`config.mk`:
```
export PLATFORM = sky130hd
export DESIGN_NAME = assemble_block
export DESIGN_NICKNAME = d
export VERILOG_FILES = /design/src/rtl/block_pkg.sv /design/src/rtl/assemble_block.sv
export SDC_FILE = /design/constraint.sdc
export NUM_CORES = 1
export LEC_CHECK = 0
export BUFFER_PORTS_ARGS = -buffer_cell sky130_fd_sc_hd__buf_2
export CORE_MARGIN = 2
export CORE_UTILIZATION = 56
export DETAILED_ROUTE_END_ITERATION = 8
export HOLD_SLACK_MARGIN = 0.02
export PLACE_DENSITY = 0.84
export SLEW_MARGIN = 15
export SYNTH_ARGS = -nofsm -noshare
export SYNTH_HDL_FRONTEND = slang
export SYNTH_SLANG_ARGS = --single-unit
```
`constraint.sdc`:
```
create_clock -name clk_in -period 4.9 [get_ports clk_in]
set_clock_uncertainty 0.2 [all_clocks]
set_input_delay 0.98 -clock clk_in [delete_from_list [all_inputs] [get_ports clk_in]]
set_output_delay 0.98 -clock clk_in [all_outputs]
set_load 0.005 [all_outputs]
```
`src/rtl/block_pkg.sv`:
```
`default_nettype none
// +--------------------------------------------------------------------------+
// | Module      : block_pkg                                                  |
// | Description : Shared block type and assembler state encoding.            |
// | Revision    : 1.0                                                        |
// +--------------------------------------------------------------------------+
package block_pkg;

    localparam int BLOCK_BYTES = 16;

    typedef logic [BLOCK_BYTES-1:0][7:0] block_t;

    typedef enum logic [1:0] {
        ST_IDLE    = 2'd0,
        ST_COLLECT = 2'd1,
        ST_HOLD    = 2'd2
    } asm_state_t;

endpackage
`default_nettype wire

```
`src/rtl/assemble_block.sv`:
```
`default_nettype none
// +--------------------------------------------------------------------------+
// | Module      : assemble_block                                             |
// | Description : Packs NUM_BYTES serial bytes into one block with a         |
// |               valid/ready hand-off to the block-wide datapath.           |
// | Revision    : 1.0                                                        |
// +--------------------------------------------------------------------------+
module assemble_block
    import block_pkg::*;
#(
    parameter int NUM_BYTES = BLOCK_BYTES
) (
    input  logic                      clk_in,
    input  logic                      rst_in,
    input  logic                      start_in,
    input  logic [7:0]                byte_in,
    input  logic                      byte_valid_in,
    output logic                      request_out,
    output logic [NUM_BYTES-1:0][7:0] block_out,
    output logic                      block_valid_out,
    input  logic                      block_ready_in,
    output logic                      busy_out,
    output logic                      overrun_out
);

    localparam int CNT_W = $clog2(NUM_BYTES) + 1;
    localparam int IDX_W = $clog2(NUM_BYTES);
    localparam logic [CNT_W-1:0] LAST_IDX = CNT_W'(NUM_BYTES - 1);

    asm_state_t                r_state;
    asm_state_t                w_next;
    logic [CNT_W-1:0]          r_count;
    logic [NUM_BYTES-1:0][7:0] r_block;
    logic                      r_overrun;

    logic w_start_accept;
    logic w_accept_byte;
    logic w_last_byte;

    // A start is honoured from IDLE, or from HOLD only together with ready.
    assign w_start_accept = start_in &&
                            ((r_state == ST_IDLE) ||
                             ((r_state == ST_HOLD) && block_ready_in));
    assign w_accept_byte  = (r_state == ST_COLLECT) && byte_valid_in;
    assign w_last_byte    = w_accept_byte && (r_count == LAST_IDX);

    always_comb begin
        w_next = r_state;
        case (r_state)
            ST_IDLE: begin
                if (start_in) begin
                    w_next = ST_COLLECT;
                end
            end
            ST_COLLECT: begin
                if (w_last_byte) begin
                    w_next = ST_HOLD;
                end
            end
            ST_HOLD: begin
                if (block_ready_in) begin
                    w_next = start_in ? ST_COLLECT : ST_IDLE;
                end
            end
            default: w_next = ST_IDLE;
        endcase
    end

    always_ff @(posedge clk_in) begin
        if (!rst_in) begin
            r_state   <= ST_IDLE;
            r_count   <= '0;
            r_block   <= '0;
            r_overrun <= 1'b0;
        end else begin
            r_state <= w_next;
            if (w_start_accept) begin
                r_count   <= '0;
                r_block   <= '0;
                r_overrun <= 1'b0;
            end else begin
                if (w_accept_byte) begin
                    r_block[r_count[IDX_W-1:0]] <= byte_in;
                    r_count <= w_last_byte ? '0 : r_count + CNT_W'(1);
                end
                if (byte_valid_in && (r_state != ST_COLLECT)) begin
                    r_overrun <= 1'b1;
                end
            end
        end
    end

    assign request_out     = (r_state == ST_COLLECT);
    assign block_valid_out = (r_state == ST_HOLD);
    assign busy_out        = (r_state != ST_IDLE);
    assign block_out       = r_block;
    assign overrun_out     = r_overrun;

endmodule
`default_nettype wire
```
Word-level counts from Yosys, hierarchy flattened
Index checks and enable logic that the tools add are counted.

Eq/ne operators: 7. Reduce and logical (&&, ||, !) cells: 11. Bitwise logic cells: 1. $lt $le $gt $ge: 2. Mux-type cells: 9. $add $sub $neg: 1.

Operators by type and width (count): $bwmux 128 (1); $demux 8 s4 (1); $mux 8 (1); $logic_and 1x1->1 (6); $mux 2 (3); $ne 2x1->1 const B (3); $pmux 2 s3 (1); $add 5x1->5 const B (1); $eq 5x4->1 const B (1); $lt 4x5->1 const B (1); $mux 5 (1); $ge 4x1->1 const B (1); $reduce_and 3->1 (1); $eq 2x1->1 const B (1); $eq 2x2->1 const B (1); $logic_not 2->1 (1); $ne 2x2->1 const B (1); $reduce_bool 2->1 (1); $reduce_or 2->1 (1); $logic_or 1x1->1 (1); $mux 1 (1); $not 1->1 (1).

Bits of input ports: 13. Output and inout bits: 132. Word-level logic and storage cells: 50. Flip-flop bits (word level): 136.

Logic depth before layout (Yosys ltp)
Word-level depth: 5. Mapped depth: 7. Gate-level depth less buffers: 5.

Worst setup path before layout
No wires, ideal clock.

Path kind: in2reg. Start: input byte_valid_in. End: register r_block, in the netlist block_out[32]. Arrival: 1897 ps. Stages: 6. Required time: 4630 ps. Setup slack: 2732 ps. Buffers on the path: 3. Cells stage by stage: buf_2 -> and2_1 -> clkbuf_1 -> clkbuf_1 -> nand3_1 -> a21oi_1.

Cells in the longest elaborated chain, start to end: 1.

Ends and longest elaborated chain: start: declaration (line assemble_block.sv:17) `input logic byte_valid_in,`; $logic_and 1x1->1 (line assemble_block.sv:44) `assign w_accept_byte = (r_state == ST_COLLECT) && byte_valid_in;`; end signal: indexed assignment (line assemble_block.sv:83) `r_block[r_count[IDX_W-1:0]] <= byte_in;`; end: declaration (line assemble_block.sv:33) `logic [NUM_BYTES-1:0][7:0] r_block;`.

No other way between the ends. A chain may end at the register's enable or synchronous reset.

Final worst setup path
Start: register r_state[1]. End: output request_out.

Cells in the longest elaborated chain, start to end: 1.

Ends and longest elaborated chain: start: declaration (line assemble_block.sv:30) `asm_state_t r_state;`; start signal: assignment (line assemble_block.sv:76) `r_state <= w_next;`; $eq 2x1->1 (line assemble_block.sv:93) `assign request_out = (r_state == ST_COLLECT);`; end: declaration (line assemble_block.sv:18) `output logic request_out,`.

No other way between the ends.

==> impl_metrics.env <==
export IMPL_grt_use_total_pct=31.6
export IMPL_period_share_pct=56.7
export IMPL_clockBufferDepth=2
export IMPL_synthCells=664
export IMPL_dp_hpwl_um=9680
export IMPL_r2r_end="block_out[95]$_SDFFE_PP0P_"
export IMPL_cts_buffers=17
export IMPL_cp_arrival_ns=1.60
export IMPL_drt_iter0_markers=632
export IMPL_viasPerCell=6.20
export IMPL_cts_setup_buffers=0
export IMPL_ctsHoldBuffers=0
export IMPL_clk_pin_slew_ns=0.06
export IMPL_htreeDepth=4
export IMPL_gp_congestion=0.804
export IMPL_cp_end_kind="output pin"
export IMPL_start_util_pct=58.1
export IMPL_antenna_found_initial=0
export IMPL_maxCapViolCount=0
export IMPL_period_minus_slack_ns=2.78
export IMPL_cts_tree="yes"
export IMPL_dp_cells=854
export IMPL_pwr_share_seq_pct=45.7
export IMPL_yosysWarnings=0
export IMPL_clk_latency_ns=0.52
export IMPL_crit_required_ns=3.72
export IMPL_hold_viol=0
export IMPL_power_leakage_nw=2.53
export IMPL_synth_cell_type_count=31
export IMPL_grt_pass1_vias=4851
export IMPL_drive_gt1_share_pct=25.1
export IMPL_syn_nets=681
export IMPL_grt_pass1_wl_um=25200
export IMPL_overflow=0
export IMPL_maxSlewViolCount=0
export IMPL_root_buffer="clkbuf_8"
export IMPL_status="completed"
export IMPL_yosys_register_bits=136
export IMPL_maxClockFrequency_mhz=360
export IMPL_totalWireLength_um=16400
export IMPL_worstPathMaxFanout=15
export IMPL_switching_share_pct=22.9
export IMPL_hp_start="overrun_out$_SDFFE_PP0P_"
export IMPL_cts_sinks=136
export IMPL_detail_route_antenna_nets=0
export IMPL_ir_drop_mv=0.222
export IMPL_reg2reg_from="r_state[0]$_SDFFE_PN0P_"
export IMPL_die_w_um=102
export IMPL_combPwrFrac_pct=4.4
export IMPL_num_rows=35
export IMPL_diodes=0
export IMPL_finalSetupViolCount=0
export IMPL_drc=0
export IMPL_drtPass1Iterations=5
export IMPL_io_buffer_count=144
export IMPL_regToRegSetupSlack_ns=2.30
export IMPL_synthesis_area_mm2=0.00542
export IMPL_switchingPower_mw=0.558
export IMPL_num_vias=5488
export IMPL_holdPathStages=2
export IMPL_hold_path_class="reg2reg"
export IMPL_syn_area_per_cell_um2=8.16
export IMPL_yosysSeqAreaShare_pct=50.3
export IMPL_num_io_pins=145
export IMPL_stdcell_count=885
export IMPL_worstSetupPathType="reg2out"
export IMPL_startpoint_type="register"
export IMPL_power_density_mw_per_mm2=370
export IMPL_p_int_mw=1.88
export IMPL_worst_pin_slew_ns=1.22
export IMPL_die_y_um=102
export IMPL_core_area_mm2=0.00933
export IMPL_finalSetupTns_ns=0
export IMPL_rsz0062_at_grt="false"
export IMPL_finalNetCount=761
export IMPL_cts_resized=0
export IMPL_grt_max_degree=71
export IMPL_power_share_clock_pct=49.8
export IMPL_r2r_cells=3
export IMPL_slew_headroom_pct=18.6
export IMPL_wl_per_cell_um=18.6
export IMPL_die_area_mm2=0.0105
export IMPL_whs_endpoint="overrun_out$_SDFFE_PP0P_"
export IMPL_fillCellCount=731
export IMPL_syn_to_final_growth_pct=21.6
[synth_stat cells]
cell | count | area, µm²
a211oi_1 | 2 | 15.0
a21oi_1 | 131 | 656
and2_1 | 4 | 25.0
and3b_1 | 1 | 8.76
and4b_1 | 1 | 10.0
and4bb_2 | 1 | 12.5
buf_2 | 34 | 170
clkbuf_1 | 56 | 210
dfxtp_1 | 136 | 2720
ha_1 | 4 | 50.1
inv_1 | 4 | 15.0
nand2_1 | 6 | 22.5
nand2b_1 | 2 | 12.5
nand3_1 | 129 | 646
nand3b_1 | 1 | 7.51
nand4b_1 | 2 | 17.5
nand4bb_1 | 2 | 22.5
nor2_1 | 3 | 11.3
nor2b_1 | 3 | 18.8
nor3_1 | 1 | 5.00
nor4b_4 | 1 | 23.8
nor4bb_1 | 1 | 10.0
o21a_1 | 1 | 7.51
o21ai_0 | 93 | 465
o21ai_1 | 38 | 190
o311ai_0 | 2 | 17.5
o31ai_1 | 1 | 7.51
or2_2 | 1 | 6.26
or3_1 | 1 | 6.26
or4b_4 | 1 | 13.8
xor2_1 | 1 | 8.76
[worst max-delay path by stage]
stage                                  startpoint                          to  slack (ns)  cells past startpoint
after global routing      r_state[1]$_SDFFE_PN0P_                 request_out        2.03                      3
after detailed placement            byte_valid_in     r_count[1]$_SDFFE_PP0P_        2.06                      4
after floorplan                     byte_valid_in  block_out[32]$_SDFFE_PP0P_        2.73                      6
after global placement              byte_valid_in     r_count[0]$_SDFFE_PP0P_        2.13                      4
final                     r_state[1]$_SDFFE_PN0P_                 request_out        2.12                      3
after CTS                 r_state[1]$_SDFFE_PN0P_                 request_out        2.13                      3
[layout by cell type (no fill, tap or decap), types with 2 or more instances in the layout]
cell type | netlist | final
a211oi_1 | 2 | 2
a21oi_1 | 131 | 131
and2_1 | 4 | 2
and2_2 | 0 | 2
buf_2 | 34 | 144
buf_4 | 0 | 6
bufinv_16 | 0 | 2
clkbuf_16 | 0 | 16
clkbuf_8 | 0 | 3
clkinv_2 | 0 | 4
clkinv_4 | 0 | 4
dfxtp_1 | 136 | 136
ha_1 | 4 | 4
inv_1 | 4 | 4
nand2_1 | 6 | 6
nand2b_1 | 2 | 2
nand3_1 | 129 | 129
nand4b_1 | 2 | 2
nor2_1 | 3 | 3
nor2b_1 | 3 | 3
o21ai_0 | 93 | 93
o21ai_1 | 38 | 37
o311ai_0 | 2 | 2
[metrics by stage]
stage | util, % | area, µm² | worst slack, ns | total power [mW] | hold slack (ns)
after floorplan | - | 5420 | 2.73 | 1.21 | 0.260
after global placement | 64.4 | 6010 | 2.13 | 1.24 | 0.242
after detailed placement | 64.4 | 6010 | 2.06 | 1.24 | 0.267
after CTS | 70.5 | 6580 | 2.13 | 2.44 | 0.277
after global routing | 70.6 | 6590 | 2.03 | 2.50 | 0.295
final | 70.6 | 6590 | 2.12 | 2.44 | 0.271
[state kept, by name, indices dropped and copies added, names as in the netlist]
register,count
r_state,2
overrun_out,1
block_out,128
r_count,5
[routing by layer]
layer	vias up	GRT usage (%)	share of wire, %	wire [µm]
met1	2578	41.1	38	6310
met5	-	0	0	0
met2	351	49.5	48	7870
li1	2514	-	-	-
met4	0	13.7	3.1	509
met3	45	8.76	11	1730
[worst max-delay path: stages, from the launching register on]
cell,delay [ns]
dfxtp_1,0.68
nand2b_1,0.20
inv_1,0.07
buf_2,0.12
[layout make-up]
type                            instances  area [µm²]  share of cell area, %
Sequential cell                       136        2720                   41.3
Clock buffer                           20         445                   6.76
Timing Repair Buffer                  151         786                   11.9
Inverter                                4        15.0                  0.228
Clock inverter                         11         124                   1.88
Tap cell                              129         161                   2.45
Multi-Input combinational cell        434        2330                   35.4
[power by group through the flow]
stage          Sequential, mW  Clock (mW)  Combinational (mW)
6_report                 1.11        1.21               0.108
5_1_grt                  1.11        1.28               0.114
4_1_cts                  1.11        1.22               0.104
3_5_place_dp             1.14           0               0.104
3_3_place_gp             1.14           0               0.102
2_1_floorplan            1.14           0              0.0735
[cells by family after synthesis]
family	count (synthesis)	synth area share, %
xor+xnor	1	0.162
fa+ha+maj	4	0.924
compound gates	268	25.1
simple gates	161	16.2
flops	136	50.3
buf+inv	94	7.30
No activity file was read; power rests on OpenSTA's default activity.
